<file path="config.mk">
export PLATFORM = sky130hd
export DESIGN_NAME = npn_lut_stream
export DESIGN_NICKNAME = d
export VERILOG_FILES = /design/src/rtl/npn_lut_stream.sv
export SDC_FILE = /design/constraint.sdc
export NUM_CORES = 1
export LEC_CHECK = 0
export ABC_AREA = 1
export CELL_PAD_IN_SITES_DETAIL_PLACEMENT = 1
export CELL_PAD_IN_SITES_GLOBAL_PLACEMENT = 1
export CORE_UTILIZATION = 32
export CTS_CLUSTER_DIAMETER = 30
export CTS_CLUSTER_SIZE = 16
export DETAILED_ROUTE_END_ITERATION = 10
export GPL_TIMING_DRIVEN = 0
export PLACE_DENSITY = 0.86
export SYNTH_ARGS = -nofsm -noshare
export SYNTH_HDL_FRONTEND = slang
export SYNTH_SLANG_ARGS = --single-unit
</file>
<file path="constraint.sdc">
create_clock -name clk -period 1.3 [get_ports clk]
set_clock_uncertainty 0.15 [all_clocks]
set_input_delay 0.13 -clock clk [delete_from_list [all_inputs] [get_ports clk]]
set_output_delay 0.13 -clock clk [all_outputs]
set_load 0.02 [all_outputs]
</file>
<file path="src/rtl/npn_lut_stream.sv">
// npn_lut_stream: two-stage valid/ready evaluator of an NIN-input function
// stored as truth table + NPN transform (input perm, input neg, output neg).
// Ports:
//   clk, rst             clock, async active-high reset
//   cfg_valid/cfg_ready  config request / LOAD-cycle acknowledge
//   cfg_tt               truth table, bit k = output for transformed value k
//   cfg_perm             NIN fields of PW bits, source input per z bit
//   cfg_neg_in           per-transformed-bit input negation
//   cfg_neg_out          output negation
//   in_valid/in_ready    input vector handshake, in_x = vector
//   out_valid/out_ready  result handshake, out_y = result
//   cfg_err              sticky bad-permutation flag
// Optional macro NPN_PERM_CHECK_EN: reject non-bijective permutations in
// LOAD and set cfg_err; otherwise perm is written unchecked, cfg_err = 0.

module npn_lut_stream #(
    parameter int NIN  = 4,
    parameter int TT_W = 2**NIN,
    parameter int PW   = $clog2(NIN)
) (
    input  logic              clk,
    input  logic              rst,
    input  logic              cfg_valid,
    output logic              cfg_ready,
    input  logic [TT_W-1:0]   cfg_tt,
    input  logic [NIN*PW-1:0] cfg_perm,
    input  logic [NIN-1:0]    cfg_neg_in,
    input  logic              cfg_neg_out,
    input  logic              in_valid,
    output logic              in_ready,
    input  logic [NIN-1:0]    in_x,
    output logic              out_valid,
    input  logic              out_ready,
    output logic              out_y,
    output logic              cfg_err
);

    typedef enum logic [1:0] {RUN, DRAIN, LOAD} state_t;

    state_t state_q, state_d;

    logic [TT_W-1:0]   tt_q;
    logic [NIN*PW-1:0] perm_q;
    logic [NIN-1:0]    neg_in_q;
    logic              neg_out_q;

    logic              s1_v_q;
    logic [NIN-1:0]    z_q, z_d;
    logic              s2_v_q;
    logic              y_q, y_d;

    logic              s1_load, s2_load, in_acc;
    logic              run_st, load_st;
    logic              perm_ok;

    function automatic logic [NIN*PW-1:0] ident_perm();
        logic [NIN*PW-1:0] r;
        r = '0;
        for (int i = 0; i < NIN; i++) begin
            r[i*PW +: PW] = PW'(i);
        end
        return r;
    endfunction

    // Field values >= NIN wrap so the select can never leave in_x.
    function automatic logic [PW-1:0] wrap_idx(input logic [PW-1:0] f);
        int unsigned v;
        v = int'(f) % NIN;
        return PW'(v);
    endfunction

    // ---------------- FSM: state register ----------------
    always_ff @(posedge clk or posedge rst) begin
        if (rst) begin
            state_q <= RUN;
        end else begin
            state_q <= state_d;
        end
    end

    // ---------------- FSM: next state ----------------
    always_comb begin
        state_d = state_q;
        unique case (state_q)
            RUN: begin
                if (cfg_valid) state_d = DRAIN;
            end
            DRAIN: begin
                if (!cfg_valid) begin
                    state_d = RUN;
                end else if (!s1_v_q && !s2_v_q) begin
                    state_d = LOAD;
                end
            end
            LOAD: begin
                state_d = RUN;
            end
            default: begin
                state_d = RUN;
            end
        endcase
    end

    // ---------------- FSM: outputs ----------------
    always_comb begin
        run_st  = 1'b0;
        load_st = 1'b0;
        unique case (state_q)
            RUN:     run_st  = 1'b1;
            LOAD:    load_st = 1'b1;
            default: ;
        endcase
    end

    assign cfg_ready = load_st;

    // ---------------- Permutation check ----------------
`ifdef NPN_PERM_CHECK_EN
    logic [NIN-1:0] seen;
    logic           err_q;

    always_comb begin
        seen = '0;
        for (int i = 0; i < NIN; i++) begin
            for (int j = 0; j < NIN; j++) begin
                if (cfg_perm[i*PW +: PW] == PW'(j)) seen[j] = 1'b1;
            end
        end
        perm_ok = &seen;
    end

    always_ff @(posedge clk or posedge rst) begin
        if (rst) begin
            err_q <= 1'b0;
        end else if (load_st && !perm_ok) begin
            err_q <= 1'b1;
        end
    end

    assign cfg_err = err_q;
`else
    assign perm_ok = 1'b1;
    assign cfg_err = 1'b0;
`endif

    // ---------------- Config registers ----------------
    // Written only in LOAD, which is reached with both stages empty, so
    // in-flight items always see the old configuration.
    always_ff @(posedge clk or posedge rst) begin
        if (rst) begin
            tt_q      <= '0;
            perm_q    <= ident_perm();
            neg_in_q  <= '0;
            neg_out_q <= 1'b0;
        end else if (load_st && perm_ok) begin
            tt_q      <= cfg_tt;
            perm_q    <= cfg_perm;
            neg_in_q  <= cfg_neg_in;
            neg_out_q <= cfg_neg_out;
        end
    end

    // ---------------- Datapath ----------------
    assign s2_load  = !s2_v_q || out_ready;
    assign s1_load  = !s1_v_q || s2_load;
    assign in_ready = !rst && run_st && s1_load;
    assign in_acc   = in_valid && in_ready;

    always_comb begin
        z_d = '0;
        for (int i = 0; i < NIN; i++) begin
            z_d[i] = in_x[wrap_idx(perm_q[i*PW +: PW])] ^ neg_in_q[i];
        end
    end

    assign y_d = tt_q[z_q] ^ neg_out_q;

    always_ff @(posedge clk or posedge rst) begin
        if (rst) begin
            s1_v_q <= 1'b0;
            z_q    <= '0;
            s2_v_q <= 1'b0;
            y_q    <= 1'b0;
        end else begin
            if (s1_load) begin
                s1_v_q <= in_acc;
                if (in_acc) z_q <= z_d;
            end
            if (s2_load) begin
                s2_v_q <= s1_v_q;
                if (s1_v_q) y_q <= y_d;
            end
        end
    end

    assign out_valid = s2_v_q;
    assign out_y     = y_q;

endmodule

</file>
### Yosys cells after proc, flatten, opt, wreduce, memory -nomap -nowiden

Index checks and enable logic that the tools add are counted.

* bits in registers: 38
* latch bits: 0
* memory bits (writable): 0
* memory bits (read-only): 0
* bits of input ports: 38
* output and inout port bits: 5
* logic and storage cells: 52
* memories kept: 0

* add/subtract/negate cells: 0
* multiply operators: 0
* div/mod/pow operators: 0
* $lt $le $gt $ge: 5
* eq/ne operators: 4
* shifts and indexed selects: 0
* muxes and demuxes: 16
* bitwise logic cells: 5
* reductions and logical operators: 13

Operators with widths (count)
* less-than comparator 2 x 3 -> 1 bit, second input constant: 4
* binary-select mux 1 bit (select 2 bit): 4
* two-way mux 1 bit: 7
* two-way mux 2 bit: 3
* AND reduction 2 bit: 3
* less-than comparator 4 x 5 -> 1 bit, second input constant: 1
* XOR 1 bit: 5
* binary-select mux 1 bit (select 4 bit): 1
* logical AND 1 bit: 4
* case mux 2 bit (2 select lines): 1
* zero test 1 bit: 3
* inequality test 3 bit, second input constant: 1
* equality test 2 x 1 -> 1 bit, second input constant: 1
* equality test 2 bit, second input constant: 1
* zero test 2 bit: 1
* logical OR 1 bit: 2
* inequality test 2 bit, second input constant: 1

### Depth between registers and ports, before layout

Gate-level depths: netlist of the first run.

* depth in word-level cells: 6
* gate-level depth with buffers: 10
* depth with buffers taken out: 9

### Worst setup path before layout of the first run

Ideal clock, no wire load.

* kind: flip-flop to flip-flop
* from: register s2_v_q (netlist: out_valid)
* to: register z_q[3]
* setup time: 121 ps
* arrival time: 1281 ps
* required time: 1029 ps
* path slack: -252 ps
* stages on the path, launching flop included: 7
* buffers on the path: 0
* clock period less this slack: 1552 ps
* cell sequence: dfrtp_1 > nand2_1 > nor2_1 > nor4_4 > nand2_4 > nand2_1 > o21ai_2

* cells in the longest elaborated chain, start to end: 6

RTL lines
* start: declaration: line 49 `logic s2_v_q;`
* start signal: assignment: line 190 `s2_v_q <= s1_v_q;`
* zero test 1 bit: line 164 `assign s2_load = !s2_v_q || out_ready;`
* logical OR 1 bit: line 164
* logical OR 1 bit: line 165 `assign s1_load = !s1_v_q || s2_load;`
* logical AND 1 bit: line 166 `assign in_ready = !rst && run_st && s1_load;`
* via in_ready: line 30 `output logic in_ready,`
* logical AND 1 bit: line 167 `assign in_acc = in_valid && in_ready;`
* AND reduction 2 bit (no source line)
* end signal: assignment: line 187 `if (in_acc) z_q <= z_d;`
* end: declaration: line 48 `logic [NIN-1:0] z_q, z_d;`

The timed path passes the listed nets, and every way through them passes these cells.
A chain may end at the register's enable or synchronous reset.

### Worst setup path in the final report of the first run

* from: register state_q[0]
* to: output in_ready

* cells in the longest elaborated chain, start to end: 4

RTL lines
* start: declaration: line 40 `state_t state_q, state_d;`
* start signal: assignment: line 77 `state_q <= state_d;`
* zero test 2 bit: line 108 `unique case (state_q)`
* two-way mux 1 bit: line 108
* logical AND 1 bit (2 in a row): line 166
* end: declaration: line 30

No other way between the ends.

==> results.md, run 1 <==
- Peak fanout along the critical path: 4
- Total detailed-routing wirelength: 5480 um
- R2R setup slack: -0.14 ns
- Critical path buffers and inverters: 1
- Failing checks: setup timing
- MaxCap Viol Count: 0
- Share of flip-flops with an asynchronous set or reset: 1.00
- Synth Net Count: 270
- Startpoint Class: flop
- Antenna diodes: 0
- Post-synth top area share: 0.466
- WP data required: 1.02 ns
- Netlist Area Pre-Place: 1830 sq um
- CTS tree: built
- Clock Path Buffers: 2
- Total number of vias: 1723
- Register area share after synthesis: 0.524
- P_leak: 0.00147 uW
- Setup violators final: 35
- Design Area, Final: 2970 sq um
- NetSw: 2160 uW
- Synth cell count leaders: 92 x nand2_1, 34 x dfrtp_1, 30 x inv_1, 21 x nand3_1, 15 x o21ai_0
- Register bit total from synthesis: 38
- IO Port Bufs: 41
- Worst slew margin: 0.549
- Sw frac: 0.389
- Final Max Tran Viols: 0
- Internal: 3390 uW
- Initial antenna violation count: 0
- CTS Hold Bufs: 0
- Routability cong.: 0.759
- Setup ws final: -0.196 ns
- DIE AREA: 6010 sq um
- Status: complete, but fails checks
- Core area: 5510 sq um
- Clk sink count: 38
- Reg2reg start: state_q[0]
- Post-synth top area cell: dfrtp_1
- Post-synth EDFFs: 0
- CTS Root Cell: clkbuf_8
- Crit path max-delay family: flip-flops
- Clock power share: 0.181
- Fillers: 629
- Worst-path cell chain: nor4_4 > buf_4
- Hold WC Path Type: input port to asynchronous set/reset pin
- Pin count of the biggest net entering global routing: 25
- Chip height: 77.5 um
- RSZ-0062 raised after global routing: yes
- I/O Pins: 43
- Area Growth Syn to Fin: 62.7%
- WL/cell: 14.9 um
- Ys flop type: dfrtp_1
- First-pass GRT wire length: 8140 um
- HPWL after detailed placement: 3410 um
- Via density: 4.69
- Remaining DRCs: 0
- Worst slew pin tran: 0.675 ns
- Final sum of negative setup slack: -1.93 ns
- Combinational power share: 0.437
- Pwr Density: 1870 nW/um^2
- Fin crit period: 1.50 ns
- Final Cycle Share: 1.15
- CP endpoint kind: primary output
- Worst endpoint data arrival time: 1.22 ns
- Clk slew on worst S/H paths: 0.08 ns
- GRT Total Usage: 0.173
- Initial Util: 0.332
- Max IR drop VDD: 0.000737 V
- ANT nets after route: 0
- Worst path max stage delay: 0.46 ns
- CTS Buf Count: 5
- Clk_lat worst skew: 0.30 ns
- Die X: 77.5 um
- Most frequent cell after synthesis: nand2_1
- Hold Vio Cnt, Final: 0
- Register share of total power: 0.382
- Syn_area_per_cell: 7.87 sq um
- Initial DRC Count: 81
- Fmax achieved: 668 MHz
- Crit-path slowest cell: dfrtp_2
- Syn Inst Count: 232
- Vias in the first global route: 1742
- Ys Warns: 0
- Layout cells sized above 1: 0.332
- DRT Pass-1 Iters: 4
- DP Area: 2370 sq um
- Area contributors post-synth: dfrtp_1 47%, nand2_1 19%, inv_1 6.2%
- GRT Residual Overflow: 0
- Layout Nets: 332
- # rows: 27
- CP Launch Point: state_q[0]
- H-tree depth: 2
- Netlist cell types: 21
- Critical path class: flop to primary output
==> path summary, 6_finish.rpt <==
kind / cells after the start / to
max: 2 / in_ready
min: 2 / tt_q[15]
max reg2reg: 5 / z_q[0]
min reg2reg: 2 / out_y
max in group asynchronous: 3 / perm_q[2]
min in group clk: 3 / perm_q[5]
==> metrics by stage <==
step	instances	total power (uW)	util	setup slack, ns	hold WS (ns)
finish	367	5550	0.539	-0.196	0.180
global route	367	5990	0.539	-0.263	0.207
CTS	357	5010	0.465	-0.206	0.187
detailed placement	346	3890	0.431	-0.718	0.337
global placement	345	3740	0.426	-0.824	0.321
floorplan	232	3290	-	-0.251	0.0762
==> repair_timing <==
item / 4_1_cts / 5_1_grt
endpoints found under the setup margin: 39 / 39
pin swaps: 6 / 4
gates cloned: 0 / 5
buffers inserted: 3 / 5
endpoints found under the hold margin: 0 / 0
resized for setup: 34 / 89
==> layout make-up <==
cell class | instances | area [sq um] | share of cell area
plain buffers | 7 | 100 | 0.0337
clock buffers | 5 | 68.8 | 0.0232
clock inverters | 3 | 40.0 | 0.0135
inverters | 32 | 128 | 0.0430
multi-input cells | 156 | 972 | 0.327
flip-flops and latches | 38 | 960 | 0.323
well taps | 72 | 90.1 | 0.0303
repair buffers | 54 | 612 | 0.206
==> cell families (layout without fill, tap and decap cells) <==
logic type,count (synthesis),count (layout),share of synthesized area
other,1,1,0.00205
flip-flops,38,38,0.524
AND/OR/NAND/NOR,119,120,0.277
buffers and inverters,39,101,0.0912
AO/OA/AOI/OAI,31,31,0.0870
XOR/XNOR,4,4,0.0192
==> power by group through the flow <==
stage               clock [uW]  combinational (uW)  sequential, uW
finish                    1000                2430            2120
global route              1080                2710            2190
CTS                       1030                1890            2100
detailed placement           0                1800            2090
global placement             0                1680            2060
floorplan                    0                1270            2030
==> layer usage <==
layer | share of wire | global-route usage | routed length (um)
met5 | 0 | 0 | 0
met4 | 0.024 | 0.0509 | 131
met3 | 0.032 | 0.0388 | 176
met2 | 0.54 | 0.304 | 2940
met1 | 0.41 | 0.210 | 2240
==> state kept, by name (all words and copies together) (netlist names) <==
register and count:
out_y 1, neg_out_q 1, z_q 4, tt_q 16, state_q 2, out_valid 1
s1_v_q 1, neg_in_q 4, perm_q 8
==> placed cells by master (no fill, tap or decap) <==
| cell | Yosys | layout |
|---|---|---|
| conb_1 | 1 | 1 |
| inv_1 | 30 | 28 |
| nand3_2 | 0 | 5 |
| inv_8 | 0 | 1 |
| o21ai_1 | 11 | 7 |
| nand3_1 | 21 | 16 |
| a21oi_1 | 4 | 4 |
| clkbuf_16 | 0 | 4 |
| xor2_1 | 4 | 4 |
| dfrtp_1 | 34 | 31 |
| nor2_1 | 3 | 2 |
| nor4_4 | 1 | 1 |
| dfstp_2 | 4 | 4 |
| bufinv_16 | 0 | 1 |
| nor2_4 | 1 | 2 |
| nand2_8 | 0 | 1 |
| buf_6 | 1 | 5 |
| clkbuf_8 | 0 | 5 |
| buf_16 | 0 | 1 |
| clkdlybuf4s50_1 | 0 | 37 |
| buf_12 | 0 | 3 |
| clkinv_2 | 0 | 2 |
| nand2_1 | 92 | 66 |
| buf_8 | 0 | 2 |
| inv_2 | 1 | 3 |
| clkdlybuf4s15_1 | 0 | 1 |
| dfrtp_2 | 0 | 3 |
| buf_4 | 1 | 7 |
| buf_2 | 4 | 1 |
| nand2_2 | 0 | 10 |
| o21ai_2 | 1 | 20 |
| nand2_4 | 1 | 17 |
==> worst reg2reg max path, cell delays in order, from the launching register on <==
cell and delay (ns):
dfrtp_2 0.46, nor4_4 0.28, buf_4 0.20, nand2_8 0.09, nand2_2 0.07, o21ai_1 0.08
Power figures use the tool's default switching activity.
==> run 2: changes to the inputs <==
CTS_CLUSTER_SIZE = 14   (was 16)
SETUP_SLACK_MARGIN = 0.4   (was default)
==> results.md, run 2 (same netlist as run 1, synthesis figures left out) <==
- Internal: 3420 uW (+0.81%)
- GRT Residual Overflow: 0 (unchanged)
- I/O Pins: 43 (unchanged)
- Chip height: 77.5 um (unchanged)
- Commonest non-fill, non-tap cell in the layout: nand2_1
- Clk_lat worst skew: 0.29 ns (about the same)
- GRT Total Usage: 0.180 (+0.00757)
- Utilization after layout: 0.530 (-0.00954)
- Startpoint Class: flop
- Total detailed-routing wirelength: 5380 um (-1.8%)
- First-pass GRT wire length: 8460 um (+3.9%)
- CTS Buf Count: 5 (unchanged)
- Total number of vias: 1725 (+0.12%)
- Layout cells sized above 1: 0.359 (+0.0271)
- Sw frac: 0.399 (+0.00973)
- HPWL after detailed placement: 3320 um (-2.5%)
- Area Growth Syn to Fin: 59.8%
- H-tree depth: 2 (unchanged)
- Crit path capture: in_ready
- Via density: 4.70 (+0.12%)
- Global Route met2 Usage: 0.316 (+0.0124)
- Peak fanout along the critical path: 3 (-1)
- Failing checks: setup timing
- Design Area, Final: 2920 sq um (-1.8%)
- Fmax achieved: 647 MHz (-3.2%)
- WL/cell: 14.7 um (-1.8%)
- Worst-path cell chain: inv_2 > nor2_4 > nor4_4 > buf_4
- Pwr Density: 1950 nW/um^2 (+4.3%)
- Reg2reg start: s1_v_q
- IO Port Bufs: 41 (unchanged)
- Initial Util: 0.332 (unchanged)
- CP endpoint kind: primary output
- CTS Root Cell: clkbuf_8
- Initial antenna violation count: 0 (unchanged)
- Combinational power share: 0.450 (+0.013)
- Fin crit period: 1.55 ns (+0.0493 ns)
- P_leak: 0.00137 uW (-6.9%)
- Worst slew margin: 0.443 (-0.106)
- WP data required: 1.02 ns (about the same)
- R2R Path End: z_q[2]
- MaxCap Viol Count: 0 (unchanged)
- Pin count of the biggest net entering global routing: 39 (+56%)
- Layout Nets: 332 (unchanged)
- Hold Vio Cnt, Final: 0 (unchanged)
- RSZ-0062 raised after global routing: yes
- Status: complete, but fails checks
- Clock Path Buffers: 2 (unchanged)
- Clk sink count: 38 (unchanged)
- Worst slack, placed: -0.730 ns (-0.0118 ns)
- Hold WC Path Type: input port to asynchronous set/reset pin
- CP Launch Point: s1_v_q
- Most frequent cells in the layout: 66 x nand2_1, 36 x clkdlybuf4s50_1, 31 x dfrtp_1
- Max IR drop VDD: 0.000893 V (+21%)
- Clk slew on worst S/H paths: 0.08 ns (about the same)
- Largest regs: tt_q x16, perm_q x8
- Busiest grt layer: met2
- Largest register by flop count: tt_q
- Die X: 77.5 um (unchanged)
- Fillers: 640 (+1.7%)
- CTS tree: built
- DP Area: 2380 sq um (+0.42%)
- Antenna diodes: 0 (unchanged)
- Final Cycle Share: 1.19 (+0.0379)
- Initial DRC Count: 66 (-19%)
- Register share of total power: 0.378 (-0.004)
- ANT nets after route: 0 (unchanged)
- Critical path class: flop to primary output
- Clock power share: 0.172 (-0.009)
- # rows: 27 (unchanged)
- R2R setup slack: -0.19 ns (-0.05 ns)
- Crit-path slowest cell: dfrtp_1
- Worst path max stage delay: 0.41 ns (-0.05 ns)
- Remaining DRCs: 0 (unchanged)
- Final Total Pwr: 5690 uW (+2.4%)
- Setup ws final: -0.246 ns (-0.0493 ns)
- Max reg flops: 16 (unchanged)
- Setup violators final: 37 (+5.7%)
- Final Max Tran Viols: 0 (unchanged)
- Core area: 5510 sq um (unchanged)
- Vias in the first global route: 1717 (-1.4%)
- NetSw: 2270 uW (+5.0%)
- Worst slew pin tran: 0.834 ns (+0.159 ns)
- M3 GR Usage: 0.0412 (+0.00235)
- Reg2reg path depth: 7 (+2)
- DRT Pass-1 Iters: 4 (unchanged)
- Worst endpoint data arrival time: 1.27 ns (+0.05 ns)
- CTS Hold Bufs: 0 (unchanged)
- Routability cong.: 0.766 (+0.91%)
- DIE AREA: 6010 sq um (unchanged)
- Grt met1 use: 0.216 (+0.00652)
-- run 2: changes by cell type in the layout (fill, tap and decap cells not counted), moves of 2 or more --
cell | previous run | this run
buf_6 | 5 | 10
clkbuf_16 | 4 | 2
clkbuf_8 | 5 | 8
clkinv_2 | 2 | 0
inv_1 | 28 | 25
nand2_2 | 10 | 20
nand2_4 | 17 | 7
nand3_1 | 16 | 7
nand3_2 | 5 | 14
o21ai_1 | 7 | 13
o21ai_2 | 20 | 14
-- run 2: power by group through the flow --
| stage | Sequential [uW] | Combinational, uW | Clock (uW) |
|---|---|---|---|
| global placement | 2060 | 1740 | 0 |
| CTS | 2110 | 2110 | 990 |
| global route | 2230 | 2830 | 1040 |
| finish | 2150 | 2560 | 976 |
| detailed placement | 2100 | 1850 | 0 |
| floorplan | 2030 | 1320 | 0 |
-- run 2: worst min-delay path by stage --
stage                     cells after the start  startpoint     endpoint
after detailed placement                      2       out_y        out_y
after global routing                          2         rst     tt_q[13]
after floorplan                               1         rst  neg_in_q[0]
after global placement                        2   perm_q[5]    perm_q[5]
final                                         2         rst    neg_out_q
after CTS                                     2         rst    perm_q[3]
-- run 2: worst max-delay path, delay by kind of cell (launching register included) --
| kind | cells | cell delay (ns) |
|---|---|---|
| buf+inv | 2 | 0.32 |
| simple gates | 2 | 0.25 |
| flops | 1 | 0.41 |
-- run 2: cell type report --
| type | count | area [sq um] | share of cell area |
|---|---|---|---|
| Inverter | 32 | 139 | 0.0476 |
| Timing Repair Buffer | 54 | 557 | 0.191 |
| Sequential cell | 38 | 960 | 0.329 |
| Buffer | 7 | 110 | 0.0377 |
| Multi-Input combinational cell | 156 | 952 | 0.326 |
| Tap cell | 72 | 90.1 | 0.0309 |
| Clock buffer | 8 | 110 | 0.0377 |
-- run 2: layer usage --
layer | up-vias | routed length (um) | share of wire
li1 | 846 | - | -
met4 | 0 | 93 | 0.017
met2 | 33 | 2900 | 0.54
met5 | - | 0 | 0
met1 | 840 | 2220 | 0.41
met3 | 6 | 172 | 0.032
-- run 2: stage by stage --
| step | setup TNS, ns | hold WS [ns] | cells |
|---|---|---|---|
| finish | -4.59 | 0.0718 | 367 |
| global route | -6.70 | 0.129 | 367 |
| CTS | -0.895 | 0.0851 | 361 |
| detailed placement | -7.78 | 0.339 | 345 |
| global placement | -5.18 | 0.319 | 345 |
| floorplan | -1.15 | -0.0554 | 232 |
-- run 2: repair_timing --
| item | 4_1_cts | 5_1_grt |
|---|---|---|
| pin swaps | 8 | 13 |
| resized for setup | 67 | 42 |
| cloned | 2 | 1 |
| endpoints found under the setup margin | 79 | 75 |
| buffers inserted | 6 | 5 |
